==> config.mk <==
export PLATFORM = sky130hd
export DESIGN_NAME = oric_sdram_bridge
export DESIGN_NICKNAME = d
export VERILOG_FILES = /design/src/rtl/oric_sdram_bridge.sv
export SDC_FILE = /design/constraint.sdc
export NUM_CORES = 1
export LEC_CHECK = 0
export CORE_MARGIN = 1
export CORE_UTILIZATION = 45
export CTS_BUF_LIST = sky130_fd_sc_hd__clkbuf_4 sky130_fd_sc_hd__clkbuf_8
export DETAILED_ROUTE_END_ITERATION = 8
export PLACE_DENSITY = 0.72
export SLEW_MARGIN = 10
export SYNTH_ARGS = -nofsm -noshare
export SYNTH_HDL_FRONTEND = slang
export SYNTH_SLANG_ARGS = --single-unit
==> constraint.sdc <==
create_clock -name clk_i -period 3.3 [get_ports clk_i]
set_input_delay 0.66 -clock clk_i [delete_from_list [all_inputs] [get_ports clk_i]]
set_output_delay 0.66 -clock clk_i [all_outputs]
set_load 0.005 [all_outputs]
==> src/rtl/oric_sdram_bridge.sv <==
// Oric RAM strobes to SDRAM toggle-handshake bridge (clk_72 domain).
// Tracks one outstanding request plus a one-deep pending slot.
module oric_sdram_bridge #(
  parameter int ADDR_W  = 16,
  parameter int TIMEOUT = 64
) (
  input  logic              clk_i,
  input  logic              res_n_i,
  input  logic [ADDR_W-1:0] ram_ad,
  input  logic [7:0]        ram_d,
  input  logic              ram_cs,
  input  logic              ram_oe,
  input  logic              ram_we,
  output logic [7:0]        ram_q,
  output logic              port_req,
  input  logic              port_ack,
  output logic [ADDR_W-1:0] port_a,
  output logic              port_we,
  output logic [1:0]        port_ds,
  output logic [15:0]       port_d,
  input  logic [15:0]       port_q,
  output logic              busy,
  output logic              timeout_flag,
  output logic              overrun_flag
);

  localparam int CW = $clog2(TIMEOUT);

  typedef enum logic {IDLE, WAIT} state_e;

  state_e            state_q;
  logic              rd_q, wr_q, rd_p_q, wr_p_q;
  logic [ADDR_W-1:0] ad_q, ad_p_q;
  logic [7:0]        d_q;
  logic              req_q, we_q;
  logic [ADDR_W-1:0] a_q;
  logic [1:0]        ds_q;
  logic [15:0]       pd_q;
  logic [7:0]        q_reg_q;
  logic [CW-1:0]     cnt_q;
  logic              pv_q, pwe_q;
  logic [ADDR_W-1:0] pa_q;
  logic [7:0]        pdat_q;
  logic              to_q, ov_q;

  logic              ev_d, ev_we_d;
  logic              iss_we_d;
  logic [ADDR_W-1:0] iss_a_d;
  logic [7:0]        iss_dat_d;
  logic [1:0]        iss_ds_d;

  always_ff @(posedge clk_i or negedge res_n_i) begin
    if (!res_n_i) begin
      rd_q   <= 1'b0;
      wr_q   <= 1'b0;
      rd_p_q <= 1'b0;
      wr_p_q <= 1'b0;
      ad_q   <= '0;
      ad_p_q <= '0;
      d_q    <= '0;
    end else begin
      rd_q   <= ram_cs & ram_oe;
      wr_q   <= ram_cs & ram_we;
      ad_q   <= ram_ad;
      d_q    <= ram_d;
      rd_p_q <= rd_q;
      wr_p_q <= wr_q;
      ad_p_q <= ad_q;
    end
  end

  always_comb begin
    ev_d = (rd_q & ~rd_p_q)
         | (wr_q & ~wr_p_q)
         | (rd_q & rd_p_q & (ad_q != ad_p_q));
    ev_we_d   = wr_q & ~wr_p_q;
    iss_we_d  = pv_q ? pwe_q  : ev_we_d;
    iss_a_d   = pv_q ? pa_q   : ad_q;
    iss_dat_d = pv_q ? pdat_q : d_q;
    if (!iss_we_d)      iss_ds_d = 2'b11;
    else if (iss_a_d[0]) iss_ds_d = 2'b10;
    else                iss_ds_d = 2'b01;
  end

  always_ff @(posedge clk_i or negedge res_n_i) begin
    if (!res_n_i) begin
      state_q <= IDLE;
      req_q   <= 1'b0;
      we_q    <= 1'b0;
      a_q     <= '0;
      ds_q    <= 2'b11;
      pd_q    <= '0;
      q_reg_q <= '0;
      cnt_q   <= '0;
      pv_q    <= 1'b0;
      pwe_q   <= 1'b0;
      pa_q    <= '0;
      pdat_q  <= '0;
      to_q    <= 1'b0;
      ov_q    <= 1'b0;
    end else begin
      unique case (state_q)
        IDLE: begin
          if (pv_q | ev_d) begin
            a_q     <= iss_a_d;
            we_q    <= iss_we_d;
            ds_q    <= iss_ds_d;
            pd_q    <= {iss_dat_d, iss_dat_d};
            req_q   <= ~req_q;
            cnt_q   <= '0;
            state_q <= WAIT;
          end
          // Pending goes out first; a same-cycle event refills the slot.
          pv_q <= pv_q & ev_d;
          if (pv_q & ev_d) begin
            pwe_q  <= ev_we_d;
            pa_q   <= ad_q;
            pdat_q <= d_q;
          end
        end
        WAIT: begin
          if (ev_d) begin
            if (pv_q & pwe_q) begin
              ov_q <= 1'b1;
            end else begin
              pv_q   <= 1'b1;
              pwe_q  <= ev_we_d;
              pa_q   <= ad_q;
              pdat_q <= d_q;
            end
          end
          if (port_ack == req_q) begin
            if (!we_q)
              q_reg_q <= a_q[0] ? port_q[15:8] : port_q[7:0];
            state_q <= IDLE;
          end else if (cnt_q == CW'(TIMEOUT - 1)) begin
            to_q <= 1'b1;
            if (!we_q) q_reg_q <= 8'hFF;
            state_q <= IDLE;
          end else begin
            cnt_q <= cnt_q + 1'b1;
          end
        end
        default: state_q <= IDLE;
      endcase
    end
  end

  assign ram_q        = ram_cs ? q_reg_q : 8'h00;
  assign port_req     = req_q;
  assign port_a       = a_q;
  assign port_we      = we_q;
  assign port_ds      = ds_q;
  assign port_d       = pd_q;
  assign busy         = (state_q != IDLE) | pv_q;
  assign timeout_flag = to_q;
  assign overrun_flag = ov_q;

endmodule
==> results_dict.tcl, run 1 <==
set metrics [dict create \
    grtUsageMet1_pct 23.5 \
    cp_max_fo 10 \
    criticalPathCategory "in2out" \
    core_area_sq_um 9770 \
    peakVddDrop_mv 0.412 \
    report.final.slew_viol_count 0 \
    clock-sinks 115 \
    grt_usage_pct 18.0 \
    cts-htree-levels 4 \
    worst-path-buf-inv 2 \
    dpl.hpwl_microns 5730 \
    antenna_found_initial 0 \
    clk-insertion-delay-late_ns 0.42 \
    grt_overflow 0 \
    synth.avg_cell_area_sq_um 12.9 \
    total_power_mw 5.19 \
    max_freq_ghz 0.387 \
    grt_max_degree 61 \
    yosysWarnings 0 \
    fp.dieW_microns 103 \
    finalCritPeriodShare_pct 78.3 \
    crit_path_top_delay_cell "clkdlybuf4s50_1" \
    met3_usage_pct 5.15 \
    drt_iter0_markers 101 \
    synth-async-reset-ratio_pct 100 \
    wl_per_cell_microns 14.5 \
    hold_path_class "in2async" \
    cp.arrival_ns 1.92 \
    critical_path.endpoint_type "primary output" \
    crit_start "ram_cs" \
    final_hold_viol_count 0 \
    clk_pin_slew_worst_paths_ns 0.06 \
    antenna_cells 0 \
    ctsHoldBuffers 0 \
    drc 0 \
    p_leak_nw 2.54 \
    cp_common_cell "clkdlybuf4s50_1" \
    clock_skew_ns 0.00938 \
    grt_pass1_vias 2933 \
    fp.dieH_microns 103 \
    synth_area_leaders "dfrtp_1, mux2i_1, mux2_2" \
    dp_slack_ns 0.711 \
    synth_edf_count 0 \
    cts_resized 0 \
    path_cells "clkdlybuf4s50_1, and2_1, clkdlybuf4s50_1" \
    rsz0062_at_grt "false" \
    io_buffers 92 \
    place_area_sq_um 5550 \
    stdcell_area_sq_um 5940 \
    synth-main-ff-cell "dfrtp_1" \
    ys_seq_area_share_pct 63.2 \
    num_io_pins 93 \
    final_nets 495 \
    grt.busiest_layer "met2" \
    wl_microns 8560 \
    syn_area_sq_um 4560 \
    maxSlewHeadroom_pct 48.6 \
    yosysTopAreaCell "dfrtp_1" \
    ant_nets 0 \
    cap_violations 0 \
    gr-usage-met2_pct 27.9 \
    slowest_delay_ns 0.59 \
    setup_viol 0 \
    area.growth.synth_to_final_pct 30.2 \
    viasPerCell 4.89 \
    pwr_density_cell_nw_per_um2 875 \
    start_util_pct 46.6 \
    fin_ws_ns 0.717 \
    place_congestion 0.755 \
    drive_gt1_share_pct 14.6 \
    rr_startpoint "ad_q[8]" \
    post_cts.repair.setup_buffers 0 \
    die_area_sq_um 10500 \
    cts_root_buffer "clkbuf_8" \
    cts_buffer_depth 2 \
    startpoint_type "primary input" \
    vias 2891 \
    setup_tns_ns 0 \
    outcome "complete, no violations" \
    crit_family "buffers and inverters" \
    crit_required_ns 2.64 \
    tritoncts "yes" \
    synthesis.nets 401 \
    ys_ff_latch 115 \
    rows 36 \
    grt_pass1_wl_microns 14000 \
    period_needed_ns 2.58 \
    postSynthCellCount 354 \
    numCtsBuffers 17 \
    tightest_slew_ns 0.770 \
    dr.pass1.iters 4 \
    ys_types 39 \
    yosys.area.top_type_share_pct 62.0 \
]
[worst paths after layout]
path,slack (ns),depth (start not counted),to
min in group clk_i,0.39,0,wr_p_q
worst max register to register,1.16,6,pa_q[6]
worst min register to register,0.39,0,wr_p_q
worst min-delay path,0.32,1,q_reg_q[1]
max in group asynchronous,2.25,2,pa_q[1]
worst max-delay path,0.72,3,ram_q[4]
[registers in the layout, indices dropped and copies added (netlist names), 2 cells and up]
signal,cells
ad_p_q,16
ad_q,16
pa_q,16
port_a,16
d_q,8
pdat_q,8
port_d,8
q_reg_q,8
cnt_q,6
port_ds,2
[routing by layer]
metal / up-vias / wire length, microns
met3: 16 / 494
met1: 1399 / 3820
li1: 1393 / -
met5: - / 0
met2: 83 / 4120
met4: 0 / 132
[cell usage after synthesis, drive strengths merged (4+ instances only)]
cell type and number:
mux2 24, nor3 5, nand2 11, inv 4, a21oi 37, nor2 39
dfrtp 113, xnor2 15, buf 17, mux2i 33, clkbuf 4, a31oi 4
o21ai 6, and2 10, nand3 6
[stage by stage]
stage	hold WS, ns	utilization (%)	instances
4_1_cts	0.334	60.7	591
3_3_place_gp	0.366	56.8	562
5_1_grt	0.372	60.7	591
6_report	0.324	60.7	591
3_5_place_dp	0.386	56.8	562
2_1_floorplan	0.355	-	354
[cells in the final DEF, fill, tap and decap left out, types with 2 or more instances in the layout]
cell             instances
dfrtp_1                112
mux2_2                  18
mux2i_1                 33
clkbuf_8                20
or2_2                    2
nor2b_1                  2
mux2_4                   6
clkbuf_4                 4
nand2_1                 11
xor2_1                   3
dfstp_2                  2
xnor2_1                 15
buf_4                    4
nor2_1                  39
bufinv_16                2
nand2b_1                 3
a31oi_1                  4
clkdlybuf4s50_1         91
inv_1                    4
nand4_1                  3
nor3_1                   4
and2_1                  10
clkinv_2                 2
a21oi_1                 36
o21ai_0                  6
nand3_1                  5
[report_power, final]
part | internal (mW) | total (mW) | leakage (nW) | switching [mW]
logic | 1.02 | 1.74 | 1.00 | 0.723
clock network | 0.750 | 1.26 | 0.198 | 0.511
registers | 1.86 | 2.19 | 1.34 | 0.332
total | 3.63 | 5.19 | 2.54 | 1.57
[cell type report]
type	count	area [sq um]
Multi-Input combinational cell	214	1530
Fill cell	802	3840
Inverter	4	15.0
Timing Repair Buffer	96	961
Tap cell	133	166
Clock buffer	24	305
Clock inverter	5	77.6
Sequential cell	115	2880
[cells by family (layout without fill, tap and decap cells)]
group	after synthesis	count (layout)	share of synthesized area, %
XOR/XNOR	18	18	3.46
AND/OR/NAND/NOR	84	84	9.06
adder cells (fa/ha/maj)	2	2	0.494
buffers and inverters	25	129	3.27
multiplexers	57	57	13.7
AO/OA/AOI/OAI	53	53	6.89
flip-flops	115	115	63.2
Power figures use the tool's default switching activity.
==> run 2, diff against run 1 <==
==> constraint.sdc (replaced) <==
create_clock -name clk_i -period 2.7 [get_ports clk_i]
set_input_delay 0.54 -clock clk_i [delete_from_list [all_inputs] [get_ports clk_i]]
set_output_delay 0.54 -clock clk_i [all_outputs]
set_load 0.005 [all_outputs]
==> run 2 against run 1 <==
Net effect: via count increased by 2.4%; critical path type is now reg2out; power increased by 21%; register-to-register slack got worse by 0.65 ns; routed wire length increased by 0.18%; worst hold slack got worse by 0.20 ns; final cell count increased by 0.51%; count of clock-buffer cells in the layout increased by 2; worst setup slack got worse by 0.43 ns; combinational power increased by 23%; clock power increased by 18%.
==> results_dict.tcl, run 2 (synthesized netlist as in run 1, its figures left out) <==
set metrics [dict create \
    whs_ns 0.128 \
    setup_tns_ns 0 \
    path_cells "or2_2, clkdlybuf4s50_1" \
    grt_pass1_vias 2998 \
    rsz0062_at_grt "false" \
    final_nets 496 \
    cap_violations 0 \
    cts_resized 0 \
    slowest_delay_ns 0.57 \
    clk_pin_slew_worst_paths_ns 0.06 \
    maxSlewHeadroom_pct 59.8 \
    tightest_slew_ns 0.603 \
    crit_required_ns 2.16 \
    crit_cells 2 \
    die_area_sq_um 10500 \
    rows 36 \
    vias 2959 \
    grt_usage_pct 17.8 \
    num_io_pins 93 \
    antenna_cells 0 \
    startpoint_type "register" \
    tritoncts "yes" \
    viasPerCell 4.98 \
    grt_overflow 0 \
    dr.pass1.iters 4 \
    drt_iter0_markers 98 \
    report.final.slew_viol_count 0 \
    final_hold_viol_count 0 \
    hold_path_class "in2async" \
    r2r_cells 5 \
    wl_per_cell_microns 14.4 \
    peakVddDrop_mv 0.516 \
    ant_nets 0 \
    r2r_end "port_d[11]" \
    seqCellArea_sq_um 2880 \
    pwr_density_cell_nw_per_um2 1060 \
    finalCritPeriodShare_pct 89.4 \
    worst-path-buf-inv 1 \
    dpl.hpwl_microns 5880 \
    cp_max_fo 16 \
    cts-htree-levels 4 \
    cp.arrival_ns 1.88 \
    final_util_pct 60.8 \
    crit_family "flip-flops" \
    core_area_sq_um 9770 \
    cts_buffer_depth 2 \
    post_cts.repair.setup_buffers 0 \
    area.growth.synth_to_final_pct 30.2 \
    setup_viol 0 \
    drive_gt1_share_pct 15.2 \
    fp.dieH_microns 103 \
    max_freq_ghz 0.414 \
    rr_startpoint "pv_q" \
    final_cell_mix "dfrtp_1, clkdlybuf4s50_1, nor2_1, a21oi_1, mux2i_1" \
    numCtsBuffers 17 \
    multi_input_area_sq_um 1530 \
    grt_max_degree 53 \
    clk-insertion-delay-late_ns 0.42 \
    cts_root_buffer "clkbuf_8" \
    criticalPathCategory "reg2out" \
    drc 0 \
    io_buffers 92 \
    rrSetupSlack_ns 0.51 \
    grt_pass1_wl_microns 14000 \
    fillers 803 \
    period_needed_ns 2.42 \
    fp.dieW_microns 103 \
    place_congestion 0.778 \
    final_common_cell "dfrtp_1" \
    start_util_pct 46.6 \
    ctsHoldBuffers 0 \
    clock-sinks 115 \
    clock_skew_ns 0.00834 \
    p_leak_nw 2.55 \
    wl_microns 8580 \
    antenna_found_initial 0 \
    outcome "complete, no violations" \
    critical_path.endpoint_type "primary output" \
    crit_path_top_delay_cell "dfrtp_2" \
]
[run 2: changes by cell type in the layout (fill, tap and decap cells not counted)]
cell	change
buf_4	+1
clkinv_2	+2
clkinvlp_4	-1
clkbuf_4	+1
bufinv_16	-1
clkbuf_8	+1
[run 2: area by class of cell]
type / count / area share (%)
Inverter: 4 / 0.253
Clock inverter: 5 / 0.843
Clock buffer: 26 / 5.50
Multi-Input combinational cell: 214 / 25.8
Timing Repair Buffer: 97 / 16.3
Tap cell: 133 / 2.80
Sequential cell: 115 / 48.5
[run 2: report_power, final]
group	total (mW)	switching, mW	internal (mW)
Combinational	2.14	0.894	1.24
Sequential	2.67	0.394	2.27
Clock	1.49	0.624	0.865
Total	6.29	1.91	4.38
[run 2: metal layers]
metal | vias to the layer above | part of all wire (%) | routed length [microns] | GRT usage [%]
met4 | 0 | 0.96 | 82 | 7.14
li1 | 1392 | - | - | -
met5 | - | 0 | 0 | 0
met1 | 1478 | 43 | 3670 | 21.9
met2 | 82 | 50 | 4270 | 29.0
met3 | 7 | 6.5 | 556 | 6.03
[run 2: through the flow]
step	cells	total power [mW]	setup WS, ns	cell area (sq um)
final	594	6.29	0.285	5940
after global routing	594	6.72	0.210	5940
after CTS	594	6.38	0.247	5940
after detailed placement	563	4.87	0.336	5560
after global placement	563	4.78	0.392	5560
after floorplan	354	3.93	0.913	4560
[run 2: how the worst max path moves through the flow]
stage                        start  slack, ns        to
after floorplan           ad_q[11]       0.91   pa_q[0]
after global placement      ram_cs       0.39  ram_q[2]
after detailed placement    ram_cs       0.34  ram_q[4]
after CTS                     pv_q       0.25      busy
after global routing          pv_q       0.21      busy
final                         pv_q       0.28      busy
==> run 3, diff against run 2 <==
--- a/config.mk
+++ b/config.mk
@@ -9,7 +9,7 @@
 export CORE_UTILIZATION = 45
 export CTS_BUF_LIST = sky130_fd_sc_hd__clkbuf_4 sky130_fd_sc_hd__clkbuf_8
 export DETAILED_ROUTE_END_ITERATION = 8
-export PLACE_DENSITY = 0.72
+export PLACE_DENSITY = 0.82
 export SLEW_MARGIN = 10
 export SYNTH_ARGS = -nofsm -noshare
 export SYNTH_HDL_FRONTEND = slang
==> constraint.sdc (replaced) <==
create_clock -name clk_i -period 3 [get_ports clk_i]
set_input_delay 0.6 -clock clk_i [delete_from_list [all_inputs] [get_ports clk_i]]
set_output_delay 0.6 -clock clk_i [all_outputs]
set_load 0.005 [all_outputs]
==> run 3 against run 2 <==
Net effect: utilization grew 0.84 points; power decreased by 4.7%; clock skew up 0.0037 ns; critical path type is now in2out.
==> results_dict.tcl, run 3 (synthesized netlist as in run 1, its figures left out) <==
set metrics [dict create \
    outcome "complete, no violations" \
    r2r_end "cnt_q[0]" \
    switching_share_pct 30.4 \
    rrSetupSlack_ns 0.80 \
    final_nets 495 \
    criticalPathCategory "in2out" \
    wl_microns 8540 \
    grt_pass1_wl_microns 14000 \
    rows 36 \
    dpl.hpwl_microns 5770 \
    rsz0062_at_grt "false" \
    report.final.slew_viol_count 0 \
    setup_tns_ns 0 \
    final_hold_viol_count 0 \
    met3_usage_pct 5.83 \
    ctsHoldBuffers 0 \
    grt_pass1_vias 2981 \
    gr-usage-met2_pct 29.6 \
    antenna_cells 0 \
    grt_max_degree 78 \
    antenna_found_initial 0 \
    critical_path.endpoint_type "primary output" \
    final_common_cell "dfrtp_1" \
    p_switching_mw 1.82 \
    tightest_slew_ns 0.722 \
    grtUsageMet1_pct 21.9 \
    crit_required_ns 2.40 \
    peakVddDrop_mv 0.486 \
    place_area_sq_um 5550 \
    max_freq_ghz 0.402 \
    stdcell_area_sq_um 6020 \
    p_int_mw 4.17 \
    tritoncts "yes" \
    p_clk_share_pct 27.7 \
    io_buffers 92 \
    place_congestion 0.755 \
    clk-insertion-delay-late_ns 0.42 \
    dr.pass1.iters 4 \
    cts_root_buffer "clkbuf_8" \
    grt.busiest_layer "met2" \
    drive_gt1_share_pct 15.2 \
    area.growth.synth_to_final_pct 32.1 \
    vias 2925 \
    fp.dieH_microns 103 \
    hold_path_class "in2async" \
    p_leak_nw 2.57 \
    clock_skew_ns 0.0121 \
    clock-sinks 115 \
    fp.dieW_microns 103 \
    numCtsBuffers 17 \
    cts_resized 0 \
    maxSlewHeadroom_pct 51.9 \
    total_power_mw 6.00 \
    startpoint_type "primary input" \
    core_area_sq_um 9770 \
    die_area_sq_um 10500 \
    p_comb_share_pct 32.3 \
    cp.arrival_ns 1.89 \
    grt_overflow 0 \
    clk_pin_slew_worst_paths_ns 0.07 \
    cp_max_fo 10 \
    rr_startpoint "wr_p_q" \
    wl_per_cell_microns 14.4 \
    fillers 777 \
    viasPerCell 4.92 \
    drt_iter0_markers 169 \
    start_util_pct 46.6 \
    r2r_cells 6 \
    cap_violations 0 \
    pwr_density_cell_nw_per_um2 996 \
    finalCritPeriodShare_pct 82.9 \
    post_cts.repair.setup_buffers 0 \
    ant_nets 0 \
    seqPwrFrac_pct 40.0 \
    cts_buffer_depth 2 \
    period_needed_ns 2.49 \
    grt_usage_pct 17.9 \
    cts-htree-levels 4 \
    final_cell_mix "dfrtp_1, clkdlybuf4s50_1, nor2_1, a21oi_1, mux2i_1" \
    setup_viol 0 \
    num_io_pins 93 \
    drc 0 \
]
-- run 3: changes by cell type in the layout (fill, tap and decap cells not counted) --
cell and delta:
bufinv_16 +4, clkbuf_4 -4, clkbuf_8 -4, clkinv_2 -4
inv_6 +4, clkinvlp_4 +3, clkinv_4 +2, buf_4 -1
-- run 3: worst max path at each step --
stage / slack (ns) / to / from / depth (start not counted)
floorplan: 1.21 / pa_q[0] / ad_q[11] / 7
global placement: 0.58 / ram_q[6] / ram_cs / 3
detailed placement: 0.53 / ram_q[3] / ram_cs / 3
CTS: 0.52 / ram_q[3] / ram_cs / 3
global route: 0.42 / ram_q[7] / ram_cs / 3
finish: 0.51 / ram_q[3] / ram_cs / 3
-- run 3: cell type report --
type	instances	area [sq um]	area share (%)
clock buffer	18	241	4.01
clock inverter	14	225	3.74
inverter	4	15.0	0.249
multi-input combinational	214	1530	25.4
sequential	115	2880	47.9
tap	133	166	2.76
timing repair buffer	96	961	16.0
-- run 3: critical path, cell delays in order --
cell,delay [ns]
clkdlybuf4s50_1,0.61
and2_1,0.17
clkdlybuf4s50_1,0.51
-- run 3: per-stage QoR --
stage | std cells | setup WS (ns) | utilization [%] | hold slack [ns]
floorplan | 354 | 1.21 | - | 0.304
global placement | 562 | 0.576 | 56.8 | 0.398
detailed placement | 562 | 0.525 | 56.8 | 0.392
CTS | 594 | 0.516 | 61.6 | 0.133
global route | 594 | 0.419 | 61.6 | 0.147
finish | 594 | 0.512 | 61.6 | 0.138
-- run 3: power groups by stage --
stage | combinational, mW | clock (mW) | sequential (mW)
6_report | 1.94 | 1.66 | 2.40
3_5_place_dp | 1.96 | 0 | 2.42
2_1_floorplan | 1.22 | 0 | 2.32
5_1_grt | 2.15 | 1.77 | 2.47
3_3_place_gp | 1.90 | 0 | 2.39
4_1_cts | 1.97 | 1.69 | 2.40
-- run 3: routing by layer --
layer	part of all wire, %	wire [microns]	up-vias
met5	0	0	-
met1	43	3660	1436
met3	5.5	471	13
met2	50	4310	75
li1	-	-	1401
met4	1.1	98	0
